--- config.mk ---
export PLATFORM = sky130hd
export DESIGN_NAME = sram_axi_bridge_np
export DESIGN_NICKNAME = d
export VERILOG_FILES = /design/src/rtl/sram_axi_bridge_np.sv
export SDC_FILE = /design/constraint.sdc
export NUM_CORES = 1
export LEC_CHECK = 0
export ABC_CLOCK_PERIOD_IN_PS = 7050
export BUFFER_PORTS_ARGS = -buffer_cell sky130_fd_sc_hd__buf_2
export CORE_AREA = 5 5 158 160
export DETAILED_ROUTE_END_ITERATION = 7
export DIE_AREA = 0 0 163 165
export GPL_TIMING_DRIVEN = 0
export PLACE_DENSITY = 0.7
export SYNTH_ARGS = -nofsm -noshare
export SYNTH_HDL_FRONTEND = slang
export SYNTH_SLANG_ARGS = --single-unit
export TNS_END_PERCENT = 20
--- constraint.sdc ---
create_clock -name aclk -period 7.05 [get_ports aclk]
set_clock_uncertainty 0.15 [all_clocks]
set_input_delay 1.41 -clock aclk [delete_from_list [all_inputs] [get_ports aclk]]
set_output_delay 1.41 -clock aclk [all_outputs]
set_load 0.01 [all_outputs]
--- src/rtl/sram_axi_bridge_np.sv ---
// Bridge from NPORT SRAM-like requesters to one AXI3 master.
// Fixed priority (highest index wins), per-port read credits, a single write in flight, and read-after-write blocking.
module sram_axi_bridge_np #(
  parameter int NPORT    = 2,
  parameter int ADDR_W   = 32,
  parameter int DATA_W   = 32,
  parameter int ID_W     = 4,
  parameter int RD_OUTST = 2
) (
  input  logic                        aclk,
  input  logic                        aresetn,
  input  logic [NPORT-1:0]            s_req,
  input  logic [NPORT-1:0]            s_wr,
  input  logic [2*NPORT-1:0]          s_size,
  input  logic [NPORT*DATA_W/8-1:0]   s_wstrb,
  input  logic [NPORT*ADDR_W-1:0]     s_addr,
  input  logic [NPORT*DATA_W-1:0]     s_wdata,
  output logic [NPORT-1:0]            s_addr_ok,
  output logic [NPORT-1:0]            s_data_ok,
  output logic [NPORT*DATA_W-1:0]     s_rdata,
  output logic [ID_W-1:0]             arid,
  output logic [ADDR_W-1:0]           araddr,
  output logic [3:0]                  arlen,
  output logic [2:0]                  arsize,
  output logic [1:0]                  arburst,
  output logic [1:0]                  arlock,
  output logic [3:0]                  arcache,
  output logic [2:0]                  arprot,
  output logic                        arvalid,
  input  logic                        arready,
  input  logic [ID_W-1:0]             rid,
  input  logic [DATA_W-1:0]           rdata,
  input  logic                        rvalid,
  output logic                        rready,
  output logic [ID_W-1:0]             awid,
  output logic [ADDR_W-1:0]           awaddr,
  output logic [3:0]                  awlen,
  output logic [2:0]                  awsize,
  output logic [1:0]                  awburst,
  output logic [1:0]                  awlock,
  output logic [3:0]                  awcache,
  output logic [2:0]                  awprot,
  output logic                        awvalid,
  input  logic                        awready,
  output logic [ID_W-1:0]             wid,
  output logic [DATA_W-1:0]           wdata,
  output logic [DATA_W/8-1:0]         wstrb,
  output logic                        wlast,
  output logic                        wvalid,
  input  logic                        wready,
  input  logic [ID_W-1:0]             bid,
  input  logic                        bvalid,
  output logic                        bready
);

  localparam int STRB_W = DATA_W / 8;
  localparam int PW     = (NPORT > 1) ? $clog2(NPORT) : 1;

  typedef enum logic {AR_IDLE, AR_SEND} ar_state_t;
  typedef enum logic [1:0] {W_IDLE, W_SEND, W_RESP} w_state_t;

  ar_state_t ar_state_q, ar_state_d;
  w_state_t  w_state_q, w_state_d;

  logic [ADDR_W-1:0] ar_addr_q, ar_addr_d;
  logic [1:0]        ar_size_q, ar_size_d;
  logic [PW-1:0]     ar_id_q, ar_id_d;

  logic [ADDR_W-1:0] wr_addr_q, wr_addr_d;
  logic [DATA_W-1:0] wr_data_q, wr_data_d;
  logic [STRB_W-1:0] wr_strb_q, wr_strb_d;
  logic [1:0]        wr_size_q, wr_size_d;
  logic [PW-1:0]     wr_id_q, wr_id_d;
  logic              aw_done_q, aw_done_d;
  logic              w_done_q, w_done_d;

  logic [2:0]        rd_cnt_q [NPORT];
  logic [NPORT-1:0]  rd_ok;
  logic              wr_ok;

  logic              grant_valid;
  logic              grant_wr;
  logic [PW-1:0]     grant_idx;
  logic [ADDR_W-1:0] sel_addr;
  logic [DATA_W-1:0] sel_wdata;
  logic [STRB_W-1:0] sel_strb;
  logic [1:0]        sel_size;

  assign wr_ok = (w_state_q == W_IDLE);

  genvar gi;
  generate
    for (gi = 0; gi < NPORT; gi++) begin : g_port
      logic       hazard;
      logic       inc;
      logic       dec;
      logic [2:0] cnt_d;

      // Word-granular compare: any overlap within the pending write's word stalls the read.
      assign hazard = (w_state_q != W_IDLE) &&
                      (s_addr[gi*ADDR_W+2 +: ADDR_W-2] == wr_addr_q[ADDR_W-1:2]);
      assign rd_ok[gi] = (ar_state_q == AR_IDLE) && (rd_cnt_q[gi] < 3'(RD_OUTST)) && !hazard;

      assign inc   = s_addr_ok[gi] && !s_wr[gi];
      assign dec   = rvalid && (rid == ID_W'(gi));
      assign cnt_d = rd_cnt_q[gi] + {2'b00, inc} - {2'b00, dec};

      always_ff @(posedge aclk or negedge aresetn) begin
        if (!aresetn) rd_cnt_q[gi] <= '0;
        else          rd_cnt_q[gi] <= cnt_d;
      end

      assign s_addr_ok[gi] = grant_valid && (grant_idx == PW'(gi));
      assign s_data_ok[gi] = (rvalid && (rid == ID_W'(gi))) ||
                             ((w_state_q == W_RESP) && bvalid && (bid == ID_W'(gi)));
      assign s_rdata[gi*DATA_W +: DATA_W] = (rvalid && (rid == ID_W'(gi))) ? rdata : '0;
    end
  endgenerate

  // Later iterations override earlier ones, so the highest-index eligible port wins.
  always_comb begin
    grant_valid = 1'b0;
    grant_wr    = 1'b0;
    grant_idx   = '0;
    sel_addr    = '0;
    sel_wdata   = '0;
    sel_strb    = '0;
    sel_size    = '0;
    for (int p = 0; p < NPORT; p++) begin
      if (s_req[p] && (s_wr[p] ? wr_ok : rd_ok[p])) begin
        grant_valid = 1'b1;
        grant_wr    = s_wr[p];
        grant_idx   = PW'(p);
        sel_addr    = s_addr[p*ADDR_W +: ADDR_W];
        sel_wdata   = s_wdata[p*DATA_W +: DATA_W];
        sel_strb    = s_wstrb[p*STRB_W +: STRB_W];
        sel_size    = s_size[2*p +: 2];
      end
    end
  end

  always_comb begin
    ar_state_d = ar_state_q;
    ar_addr_d  = ar_addr_q;
    ar_size_d  = ar_size_q;
    ar_id_d    = ar_id_q;
    case (ar_state_q)
      AR_IDLE: if (grant_valid && !grant_wr) begin
        ar_state_d = AR_SEND;
        ar_addr_d  = sel_addr;
        ar_size_d  = sel_size;
        ar_id_d    = grant_idx;
      end
      AR_SEND: if (arready) ar_state_d = AR_IDLE;
      default: ar_state_d = AR_IDLE;
    endcase
  end

  always_comb begin
    w_state_d = w_state_q;
    wr_addr_d = wr_addr_q;
    wr_data_d = wr_data_q;
    wr_strb_d = wr_strb_q;
    wr_size_d = wr_size_q;
    wr_id_d   = wr_id_q;
    aw_done_d = aw_done_q;
    w_done_d  = w_done_q;
    case (w_state_q)
      W_IDLE: if (grant_valid && grant_wr) begin
        w_state_d = W_SEND;
        wr_addr_d = sel_addr;
        wr_data_d = sel_wdata;
        wr_strb_d = sel_strb;
        wr_size_d = sel_size;
        wr_id_d   = grant_idx;
        aw_done_d = 1'b0;
        w_done_d  = 1'b0;
      end
      W_SEND: begin
        aw_done_d = aw_done_q || awready;
        w_done_d  = w_done_q || wready;
        if (aw_done_d && w_done_d) w_state_d = W_RESP;
      end
      W_RESP: if (bvalid) w_state_d = W_IDLE;
      default: w_state_d = W_IDLE;
    endcase
  end

  always_ff @(posedge aclk or negedge aresetn) begin
    if (!aresetn) begin
      ar_state_q <= AR_IDLE;
      ar_addr_q  <= '0;
      ar_size_q  <= '0;
      ar_id_q    <= '0;
      w_state_q  <= W_IDLE;
      wr_addr_q  <= '0;
      wr_data_q  <= '0;
      wr_strb_q  <= '0;
      wr_size_q  <= '0;
      wr_id_q    <= '0;
      aw_done_q  <= 1'b0;
      w_done_q   <= 1'b0;
    end else begin
      ar_state_q <= ar_state_d;
      ar_addr_q  <= ar_addr_d;
      ar_size_q  <= ar_size_d;
      ar_id_q    <= ar_id_d;
      w_state_q  <= w_state_d;
      wr_addr_q  <= wr_addr_d;
      wr_data_q  <= wr_data_d;
      wr_strb_q  <= wr_strb_d;
      wr_size_q  <= wr_size_d;
      wr_id_q    <= wr_id_d;
      aw_done_q  <= aw_done_d;
      w_done_q   <= w_done_d;
    end
  end

  assign arid    = ID_W'(ar_id_q);
  assign araddr  = ar_addr_q;
  assign arlen   = 4'd0;
  assign arsize  = {1'b0, ar_size_q};
  assign arburst = 2'b01;
  assign arlock  = 2'b00;
  assign arcache = 4'd0;
  assign arprot  = 3'd0;
  assign arvalid = (ar_state_q == AR_SEND);
  assign rready  = 1'b1;

  assign awid    = ID_W'(wr_id_q);
  assign awaddr  = wr_addr_q;
  assign awlen   = 4'd0;
  assign awsize  = {1'b0, wr_size_q};
  assign awburst = 2'b01;
  assign awlock  = 2'b00;
  assign awcache = 4'd0;
  assign awprot  = 3'd0;
  assign awvalid = (w_state_q == W_SEND) && !aw_done_q;

  assign wid     = ID_W'(wr_id_q);
  assign wdata   = wr_data_q;
  assign wstrb   = wr_strb_q;
  assign wlast   = 1'b1;
  assign wvalid  = (w_state_q == W_SEND) && !w_done_q;
  assign bready  = (w_state_q == W_RESP);

endmodule

### Word level (Yosys, flattened, before mapping)

Index checks and enable logic that the tools add are counted.
Widths: inputs -> output; s select.

| cells by class | value |
|---|---|
| bitwise operators | 2 |
| multiplexer cells | 27 |
| equal/unequal tests | 9 |
| magnitude comparators | 2 |
| $add $sub $neg | 4 |
| reduce and logical (&&, ||, !) cells | 42 |

Operators with widths:

| cell | number |
|---|---|
| $mux 32 | 6 |
| $eq 30x30->1 | 2 |
| $logic_and 1x1->1 | 22 |
| $mux 1 | 10 |
| $mux 2 | 5 |
| $eq 4x1->1 const B | 2 |
| $logic_not 4->1 | 2 |
| $mux 4 | 2 |
| $logic_not 1->1 | 7 |
| $add 3x1->3 | 2 |
| $lt 3x2->1 const B | 2 |
| $pmux 1 s2 | 3 |
| $pmux 2 s3 | 1 |
| $reduce_and 2->1 | 3 |
| $sub 3x1->3 | 2 |
| $logic_or 1x1->1 | 4 |
| $ne 2x2->1 const B | 2 |
| $reduce_bool 2->1 | 2 |
| $reduce_and 3->1 | 1 |
| $eq 2x1->1 const B | 1 |
| $eq 2x2->1 const B | 1 |
| $logic_not 2->1 | 1 |
| $ne 2x1->1 const B | 1 |
| $not 1->1 | 2 |

| word-level totals | value |
|---|---|
| register bits | 117 |
| input port bits | 191 |
| output and inout bits | 222 |
| word-level logic and storage cells | 100 |

### Logic depth before layout (Yosys ltp)

| logic depth | value |
|---|---|
| depth in word-level cells | 12 |
| gate-level depth with buffers | 13 |
| mapped depth without buffers | 12 |

### Worst setup path before layout

OpenSTA, ideal clock, no wires.

| timing path | value |
|---|---|
| kind | input -> output |
| start point | in s_addr[49] |
| end point | out s_addr_ok[1] |
| path slack | 2.256 ns |
| path buffers | 3 |
| stages | 8 |
| data arrival time | 3.234 ns |
| data required time | 5.490 ns |
| path through | xor2_1 > or4_1 > nor4_4 > a21o_1 > buf_2 > buf_2 > inv_1 > buf_4 |

| on the way | value |
|---|---|
| cells in the longest elaborated chain, start to end | 8 |
| elaborated cells on any way between the ends | 9 |
| those cells by class | 1 x eq/ne; 3 x mux; 5 x reduce/logical |

Ends and longest elaborated chain:

| item | line | text |
|---|---|---|
| start, declared | 16 | `input logic [NPORT*ADDR_W-1:0] s_addr,` |
| $eq 30x30->1 | 101 | `(s_addr[gi*ADDR_W+2 +: ADDR_W-2] == wr_addr_q[ADDR_W-1:2]);` |
| $logic_and 1x1->1 | 100 | `assign hazard = (w_state_q != W_IDLE) &&` |
| $logic_not 1->1 | 102 | `assign rd_ok[gi] = (ar_state_q == AR_IDLE) && (rd_cnt_q[gi] < 3'(RD_OUTST)) && !hazard;` |
| $logic_and 1x1->1 | 102 |  |
| $mux 1 | 130 | `if (s_req[p] && (s_wr[p] ? wr_ok : rd_ok[p])) begin` |
| $logic_and 1x1->1 | 130 |  |
| $mux 1 | 130 |  |
| via grant_idx | 83 | `logic [PW-1:0] grant_idx;` |
| $logic_and 1x1->1 | 113 | `assign s_addr_ok[gi] = grant_valid && (grant_idx == PW'(gi));` |
| end, declared | 18 | `output logic [NPORT-1:0] s_addr_ok,` |

The timed path passes the listed nets, and every way through them passes these cells.

### Final worst setup path

| timing path | value |
|---|---|
| start point | in s_addr[57] |
| end point | out s_addr_ok[1] |

The elaborated chain is that of the path after synthesis.

==> run metrics <==
GPL Wtd Cong 0.904; Post-DP Area 10200 um2; worst hold stages 1; clk_lat worst skew 0.42 ns; total gr overflow 0; sink of the worst hold path ar_id_q$_DFFE_PN0P_; Final Slew Violations 0; Final setup viols 0; CTS Hold Bufs 0; fin crit period 5.74 ns; worst-path maximum fanout 10; Max Cap Viol 0; fmax 174 MHz; Detailed Route WL 30400 um; first-pass GRT wire length 44000 um; crit path buf inv count 6; RSZ-0062 raised after global routing no; CP Class primary input to primary output; post-DR vias/cell 4.68; Worst Path Arrival 4.18 ns; die area 26900 um2; total clock sinks 117; CP Capture Type primary output; hold slack final 0.327 ns; Die Span X 163 um; CTS tree yes; Setup crit start kind primary input; # Post-CTS Setup Buffers 0; Reg clk slew, reported paths 0.06 ns; fin cells 1613; nets@finish 1479; Avg WL per Cell 18.9 um; cell chain of the critical path buf_2, xor2_1, or4_1, nor4_4, a21o_1, buf_2, buf_2, inv_1, buf_4, buf_2; Leak Pwr 6.00 nW; count of cell types in the netlist 36; post-synthesis sequential area ratio 37.8%; most frequent cells in the layout buf_2 (378), inv_1 (188), dfrtp_1 (117); commonest non-fill, non-tap cell in the layout buf_2; vias 7543; Initial Util 33.3%; Yosys reg bits 117; DIE HEIGHT 165 um; post-synthesis cell count 849; core area 23300 um2; Post-DP HPWL 24800 um; Slowest-stage cell, CP nor4_4; post-CTS sizing 0; fin util 46.2%; Synth-to-Final Area Change 38.8%; worst path required time 5.49 ns; PortBufs 369; HP Class flip-flop to flip-flop; drt pass-1 iters 5; r2r setup slk 3.06 ns; H-tree levels 4; Iter 0 DRT Violations 527; Slew @ Worst Pin 1.19 ns; Ys Warns 0; first element of the critical path s_addr[57]; Power Dens Cells 316 nW/um2; Max Root-Sink Buffers 2; syn avg cell area 9.11 um2; Placed Cells 1580; most frequent CP cell buf_2; pin count of the biggest net entering global routing 66; Fin. Hold Viols 0; number of antenna violations at the first check in global routing 5; number of global-route vias before repair 7633; crit-path max cell delay 0.80 ns; CTS Root Cell clkbuf_16; TNS Setup 0 ns; Tcrit/Tclk final 81.4%; synthesized cell area 7740 um2; R2R depth 11; fraction of layout cells with a size suffix above 1 36.7%; r2r endpoint rd_cnt_q[5]$_DFF_PN0_; worst hold start ar_id_q$_DFFE_PN0P_; Rows 56; worst IR drop on VDD 0.000132 V; reg-to-reg startpoint awaddr[25]$_DFFE_PN0P_; Remaining DRCs 0; Ports 413; max_slew headroom 20.5%; post-route cell area 10700 um2; Total Routing Usage GR 21.6%; status finished, final reports clean; Largest delay share family, worst path simple AND/OR/NAND/NOR gates; CTS buffer count 17; Post-DRT Antenna Nets 0
==> routing by layer <==
metal,up-vias,routed length [um],share of wire [%],global-route usage [%]
met5,-,25,0.082,0
met3,54,2090,6.9,4.69
met2,360,15500,51,38.2
met4,4,955,3.1,8.12
li1,3605,-,-,-
met1,3520,11800,39,25.6
==> registers in the layout, indices dropped and copies added, names as in the netlist, 2 cells and up <==
register / count
wstrb: 4
araddr: 32
rd_cnt_q: 6
w_state_q: 2
wdata: 32
wr_size_q: 2
awaddr: 32
ar_size_q: 2
==> synthesized netlist by cell type <==
cell type | n | area, um2
clkbuf_1 | 37 | 139
or4_1 | 2 | 15.0
inv_1 | 188 | 706
and2_1 | 34 | 213
mux2i_1 | 104 | 1040
buf_2 | 10 | 50.1
nor2_1 | 5 | 18.8
o22ai_1 | 1 | 6.26
a21oi_1 | 4 | 20.0
dfrtp_1 | 117 | 2930
nand2_1 | 5 | 18.8
nor4_4 | 1 | 21.3
nand3_1 | 2 | 10.0
nor3b_1 | 2 | 15.0
a21o_1 | 5 | 37.5
o2bb2ai_1 | 2 | 17.5
nor3_1 | 1 | 5.00
mux2_2 | 1 | 11.3
o21bai_1 | 1 | 7.51
a31o_2 | 1 | 8.76
a41oi_1 | 1 | 8.76
and3_1 | 33 | 206
nand2b_1 | 2 | 12.5
o21ai_0 | 1 | 5.00
nor4_1 | 5 | 31.3
nand4_1 | 13 | 81.3
conb_1 | 2 | 7.51
nor2b_1 | 2 | 12.5
ha_1 | 6 | 75.1
buf_6 | 9 | 101
a211oi_1 | 70 | 526
xor2_1 | 7 | 61.3
xnor2_1 | 55 | 482
a31oi_1 | 70 | 438
buf_4 | 48 | 360
fa_1 | 2 | 40.0
==> how the worst max path moves through the flow <==
| stage | endpoint | slack (ns) | cells after the start |
|---|---|---|---|
| finish | s_addr_ok[1] | 1.31 | 10 |
| global route | s_addr_ok[1] | 1.22 | 10 |
| CTS | s_addr_ok[1] | 1.26 | 10 |
| detailed placement | s_addr_ok[1] | 1.26 | 10 |
| global placement | s_addr_ok[1] | 0.40 | 10 |
| floorplan | s_addr_ok[1] | 2.26 | 8 |
==> where the power goes <==
group          total (mW)  internal (mW)  leakage (nW)  switching (mW)
Sequential           1.08          0.911          1.54           0.172
Clock               0.815          0.458         0.261           0.357
Combinational        1.49          0.630          4.20           0.862
==> per-stage QoR <==
step	total power, mW	setup WS, ns
floorplan	1.97	2.26
global placement	2.58	0.398
detailed placement	2.61	1.26
CTS	3.44	1.26
global route	3.61	1.22
finish	3.39	1.31
==> final cells by class <==
cell class                      count  area [um2]
Antenna cell                        1        2.50
Buffer                            104         651
Clock buffer                       17         425
Clock inverter                     15         124
Fill cell                        2315       12500
Inverter                          188         706
Multi-Input combinational cell    481        3610
Sequential cell                   117        2930
Tap cell                          319         399
Timing Repair Buffer              371        1890
==> cells by family (layout without fill, tap and decap cells) <==
family | after synthesis | in the layout | share of synthesized area (%)
XOR/XNOR | 62 | 62 | 7.02
AND/OR/NAND/NOR | 107 | 107 | 8.54
multiplexers | 105 | 105 | 13.6
flip-flops | 117 | 117 | 37.8
other | 2 | 44 | 0.0971
adder cells (fa/ha/maj) | 8 | 8 | 1.49
buffers and inverters | 292 | 695 | 17.5
AO/OA/AOI/OAI | 156 | 156 | 13.9
Power figures use the tool's default switching activity.
